`src/rtl/fifo_param_pkg.sv`:
```
// Shared defaults and types for the FIFO read-side controller.
// Build option: FIFO_RD_ERR_CNT_EN adds the saturating underflow counter.
package fifo_param_pkg;

    localparam int DATA_W_DEF = 32;
    localparam int DEPTH_DEF  = 16;
    localparam int ADDR_W_DEF = $clog2(DEPTH_DEF);

    typedef logic [ADDR_W_DEF:0]   ptr_t;
    typedef logic [DATA_W_DEF-1:0] word_t;

    // 8-bit increment that holds at all-ones instead of rolling over.
    function automatic logic [7:0] sat_inc8(input logic [7:0] val);
        if (val == 8'hFF) begin
            sat_inc8 = 8'hFF;
        end else begin
            sat_inc8 = val + 8'd1;
        end
    endfunction

endpackage

```
`src/rtl/fifo_rd_ctrl.sv`:
```
// Read-side controller for a synchronous-read FIFO memory: pointer, pop handshake, flags.
// Build option: FIFO_RD_ERR_CNT_EN adds output err_cnt (saturating underflow count).
module fifo_rd_ctrl
    import fifo_param_pkg::*;
#(
    parameter int DATA_W    = DATA_W_DEF,
    parameter int DEPTH     = DEPTH_DEF,
    parameter int AE_THRESH = 2
) (
    input  logic                     CLK,
    input  logic                     nRST,
    input  logic                     rd_en,
    input  logic                     flush,
    input  logic [$clog2(DEPTH):0]   wr_ptr,
    output logic [$clog2(DEPTH):0]   rd_ptr,
    output logic                     mem_rd_en,
    output logic [$clog2(DEPTH)-1:0] mem_rd_addr,
    input  logic [DATA_W-1:0]        mem_rd_data,
    output logic [DATA_W-1:0]        rd_data,
    output logic                     rd_valid,
    output logic                     fifo_empty,
    output logic                     fifo_almost_empty,
    output logic                     fifo_rd_err,
`ifdef FIFO_RD_ERR_CNT_EN
    output logic [7:0]               err_cnt,
`endif
    output logic [$clog2(DEPTH):0]   fill_level
);

    localparam int ADDR_W = $clog2(DEPTH);
    localparam logic [ADDR_W:0] PTR_ONE  = (ADDR_W+1)'(1);
    localparam logic [ADDR_W:0] PTR_ZERO = (ADDR_W+1)'(0);
    localparam logic [ADDR_W:0] AE_LVL   = (ADDR_W+1)'(AE_THRESH);

    logic [ADDR_W:0] r_rd_ptr;
    logic            r_rd_valid;
    logic            r_empty;
    logic            r_almost_empty;
    logic            r_rd_err;
    logic [ADDR_W:0] r_fill_level;

    logic [ADDR_W:0] w_fill;
    logic [ADDR_W:0] w_fill_nxt;
    logic [ADDR_W:0] w_rd_ptr_nxt;
    logic            w_pop;
    logic            w_underflow;

    // Pop qualification and next pointer; flush overrides any pop request.
    always_comb begin
        w_fill       = wr_ptr - r_rd_ptr;
        w_pop        = 1'b0;
        w_underflow  = 1'b0;
        w_rd_ptr_nxt = r_rd_ptr;
        if (flush) begin
            w_rd_ptr_nxt = wr_ptr;
        end else if (rd_en) begin
            if (w_fill != PTR_ZERO) begin
                w_pop        = 1'b1;
                w_rd_ptr_nxt = r_rd_ptr + PTR_ONE;
            end else begin
                w_underflow  = 1'b1;
            end
        end else begin
            w_rd_ptr_nxt = r_rd_ptr;
        end
        w_fill_nxt = wr_ptr - w_rd_ptr_nxt;
    end

    // Pointer, read-valid pipeline stage and occupancy flags.
    always_ff @(posedge CLK or negedge nRST) begin
        if (!nRST) begin
            r_rd_ptr       <= PTR_ZERO;
            r_rd_valid     <= 1'b0;
            r_empty        <= 1'b1;
            r_almost_empty <= 1'b1;
            r_rd_err       <= 1'b0;
            r_fill_level   <= PTR_ZERO;
        end else begin
            r_rd_ptr       <= w_rd_ptr_nxt;
            r_rd_valid     <= w_pop;
            r_empty        <= (w_fill_nxt == PTR_ZERO);
            r_almost_empty <= (w_fill_nxt <= AE_LVL);
            r_rd_err       <= w_underflow;
            r_fill_level   <= w_fill_nxt;
        end
    end

`ifdef FIFO_RD_ERR_CNT_EN
    logic [7:0] r_err_cnt;

    // Underflow event counter, held at 255 once reached.
    always_ff @(posedge CLK or negedge nRST) begin
        if (!nRST) begin
            r_err_cnt <= 8'd0;
        end else if (w_underflow) begin
            r_err_cnt <= sat_inc8(r_err_cnt);
        end else begin
            r_err_cnt <= r_err_cnt;
        end
    end

    assign err_cnt = r_err_cnt;
`endif

    // Memory strobe is combinational so the word lands exactly one cycle after the pop.
    assign mem_rd_en         = w_pop;
    assign mem_rd_addr       = r_rd_ptr[ADDR_W-1:0];
    assign rd_ptr            = r_rd_ptr;
    assign rd_valid          = r_rd_valid;
    assign rd_data           = r_rd_valid ? mem_rd_data : {DATA_W{1'b0}};
    assign fifo_empty        = r_empty;
    assign fifo_almost_empty = r_almost_empty;
    assign fifo_rd_err       = r_rd_err;
    assign fill_level        = r_fill_level;

endmodule
```
`config.mk`:
```
export PLATFORM = sky130hd
export DESIGN_NAME = fifo_rd_ctrl
export DESIGN_NICKNAME = d
export VERILOG_FILES = /design/src/rtl/fifo_param_pkg.sv /design/src/rtl/fifo_rd_ctrl.sv
export SDC_FILE = /design/constraint.sdc
export NUM_CORES = 1
export LEC_CHECK = 0
export CELL_PAD_IN_SITES_DETAIL_PLACEMENT = 1
export CELL_PAD_IN_SITES_GLOBAL_PLACEMENT = 2
export CORE_MARGIN = 2
export CORE_UTILIZATION = 31
export DETAILED_ROUTE_END_ITERATION = 12
export DONT_BUFFER_PORTS = 1
export PLACE_DENSITY = 0.84
export SYNTH_ARGS = -nofsm -noshare
export SYNTH_HDL_FRONTEND = slang
export SYNTH_SLANG_ARGS = --single-unit
```
`constraint.sdc`:
```
create_clock -name CLK -period 3.6 [get_ports CLK]
set_input_delay 0.36 -clock CLK [delete_from_list [all_inputs] [get_ports CLK]]
set_output_delay 0.36 -clock CLK [all_outputs]
set_load 0.02 [all_outputs]
```
==> impl_metrics.py <==
metrics = {
    "routing": {
        "final_antenna_net_count": 0,
        "wl_per_cell_um": 19.9,
        "finalWirelength_mm": 4.01,
        "vias_per_cell": 5.37,
        "vias": 1080,
        "initialDrtViolationCount": 22,
        "dr.pass1.iters": 4,
        "drc": 0,
    },
    "floorplanning": {
        "core_um2": 3940,
        "pin_count": 92,
        "start_util_pct": 31.9,
        "die_area_um2": 4580,
        "std_cell_rows": 23,
        "die_y_um": 67.7,
        "die_w_um": 67.7,
    },
    "sta": {
        "fmax_ghz": 0.301,
        "tightestPinTransition_ns": 0.743,
        "fin_tns_setup_ns": 0,
        "layout_setup_ws_ns": 0.275,
        "rsz0062_at_grt": "false",
        "fin_skew_ns": 0.0116,
        "final-setup-viol-count": 0,
        "finalHoldViolCount": 0,
        "slew_headroom_pct": 50.5,
        "drv_slew": 0,
        "hold-worst-slack_ns": 0.166,
        "period_share_pct": 92.4,
        "finalCriticalPeriod_ns": 3.33,
    },
    "worst_setup_path": {
        "crit_fanout": 6,
        "critPathRequiredTime_ns": 3.78,
        "arrival_ns": 3.50,
        "crit_type": "reg -> reg",
        "start_kind": "flip-flop",
        "cp-end-kind": "flip-flop",
    },
    "logic_synthesis": {
        "netlist_area_um2": 1260,
        "yosysSeqAreaShare_pct": 28.1,
        "yosysWarnings": 0,
        "yosysUniqueCellTypes": 35,
        "postSynthAreaPerCell_um2": 8.33,
        "syn_inst": 151,
        "synth-seq-cells": 14,
        "synth_fp_nets": 202,
    },
    "clock_tree": {
        "ctsRootBufferMaster": "clkbuf_8",
        "numCtsBuffers": 3,
        "post-cts-setup-buffer-count": 0,
        "h-tree-depth": 1,
        "clock-sinks": 14,
        "clk_latency_ns": 0.26,
        "cts_tree": "yes",
        "cts.clk_slew.worst_paths_ns": 0.07,
        "cts_max_path_buffers": 2,
    },
    "global_route": {
        "grt_overflow": 0,
        "grt_pass1_wl_mm": 5.71,
        "grtUsageMet3_pct": 5.50,
        "grt_util_all_layers_pct": 17.8,
        "met2_usage_pct": 35.3,
        "grt_pass1_vias": 1119,
        "busiest_layer": "met2",
        "grt_max_degree": 34,
        "grt_use_met1_pct": 16.7,
        "antenna_found_initial": 0,
    },
    "cells_and_area": {
        "final_common_cell": "and2_1",
        "area_delta_synth_final_pct": 9.45,
        "nNetsFinal": 203,
        "final_area_um2": 1380,
        "final_cell_mix": "and2_1, dfrtp_1, inv_1",
        "drive_above_1_share_pct": 11.3,
        "fill_cells": 474,
        "antennaDiodeCount": 0,
    },
    "pwr": {
        "p_per_area_nw_per_um2": 611,
        "finalPower_uw": 841,
        "peakVddDrop_uv": 222,
        "leakage_nw": 0.618,
    },
    "worst_hold_path": {
        "hold_class": "in -> reg",
    },
    "flow_run": {
        "maxCapViolations": 0,
    },
    "status": {
        "outcome": "completed",
    },
    "place": {
        "port_buffers": 0,
        "place.gp.congestion": 0.945,
        "placedInstanceArea_um2": 1300,
        "dp.final_hpwl_mm": 3.30,
        "place_ws_ns": 0.233,
    },
}
==> kinds of logic (layout without fill, tap and decap cells) <==
logic type                 count (synthesis)  in the layout  share of synthesized area, %
adders and majority gates                 10             10                          10.5
xor gates and xnor gates                   5              5                          4.08
buffers and inverters                     20             20                          7.16
and+or+nand+nor                           72             72                          33.2
DFF                                       14             14                          28.1
AOI/OAI and AO/OA                         25             25                          12.9
muxes                                      5              5                          3.98
==> metrics by stage <==
step | instances | util, %
after global routing | 201 | 34.9
after floorplan | 151 | -
after global placement | 196 | 33.0
after detailed placement | 196 | 33.0
after CTS | 201 | 34.7
final | 201 | 34.9
==> where the power goes <==
group          switching [mW]  leakage [nW]  internal [mW]
Sequential             0.0733         0.164          0.203
Clock                  0.0655        0.0288         0.0972
Combinational           0.265         0.425          0.137
==> cells in the mapped netlist <==
library cell	instances	area [µm²]
nand2b_1	2	12.5
o221ai_2	1	15.0
or2_1	1	6.26
o21ai_1	1	5.00
buf_4	4	30.0
or4b_1	1	10.0
a31o_2	1	8.76
and3_1	2	12.5
nor3_1	4	20.0
a21boi_0	1	7.51
dfrtp_1	12	300
a21oi_1	3	15.0
ha_1	9	113
o31a_1	2	17.5
xnor2_1	2	17.5
nor4_2	1	12.5
xnor2_2	1	16.3
mux2i_1	5	50.1
o21a_2	1	8.76
o21ai_0	11	55.1
nor2_1	7	26.3
a22oi_1	2	15.0
nand2_1	9	33.8
xor2_1	2	17.5
o211ai_1	1	7.51
dfstp_2	2	52.6
nor3b_1	3	22.5
nor2b_1	6	37.5
clkbuf_1	5	18.8
o31ai_1	1	7.51
nand4_1	1	6.26
inv_1	11	41.3
nand3_1	1	5.00
and2_1	34	213
fa_1	1	20.0
==> final timing paths <==
kind / start / to / cells after the start / slack (ns)
max: rd_ptr[3]$_DFF_PN0_ / fifo_almost_empty$_DFF_PN1_ / 13 / 0.27
min: flush / fifo_rd_err$_DFF_PN0_ / 1 / 0.17
max reg2reg: rd_ptr[3]$_DFF_PN0_ / fifo_almost_empty$_DFF_PN1_ / 13 / 0.27
min reg2reg: rd_ptr[2]$_DFF_PN0_ / rd_ptr[2]$_DFF_PN0_ / 4 / 0.75
max in group asynchronous: nRST / fill_level[3]$_DFF_PN0_ / 1 / 2.59
min in group asynchronous: nRST / rd_ptr[2]$_DFF_PN0_ / 1 / 0.57
==> flip-flops by register name, summed over array words and instances, names as in the netlist <==
signal             count
rd_ptr                 5
rd_valid               1
fifo_almost_empty      1
fill_level             5
fifo_empty             1
fifo_rd_err            1
==> routing by layer <==
metal	wire length, µm	part of all wire, %	vias up
li1	-	-	502
met4	63	1.6	0
met3	401	10	7
met1	1370	34	500
met5	0	0	-
met2	2170	54	71
==> timing repair <==
action                                 CTS  global route
setup endpoints to repair                0             2
gates resized for setup                  0             3
endpoints found under the hold margin   14             0
hold buffers                             1             0
==> layout make-up <==
type | instances | area [µm²] | area share [%]
Clock buffer | 4 | 55.1 | 4.00
Inverter | 11 | 41.3 | 3.00
Multi-Input combinational cell | 117 | 825 | 59.9
Sequential cell | 14 | 353 | 25.6
Tap cell | 50 | 62.6 | 4.55
Timing Repair Buffer | 5 | 40.0 | 2.91
==> worst max-delay path: stages (launching register included) <==
cell and delay [ns]:
dfrtp_1 0.35, inv_1 0.05, ha_1 0.34, nor2b_1 0.17, nor3_2 0.26, o221ai_2 0.22, and2_1 0.22, o31a_1 0.28
fa_1 0.44, xor2_1 0.22, o21ai_0 0.17, nor3b_1 0.25, o21ai_0 0.12, mux2i_1 0.16
(Power assumes the default switching activity.)
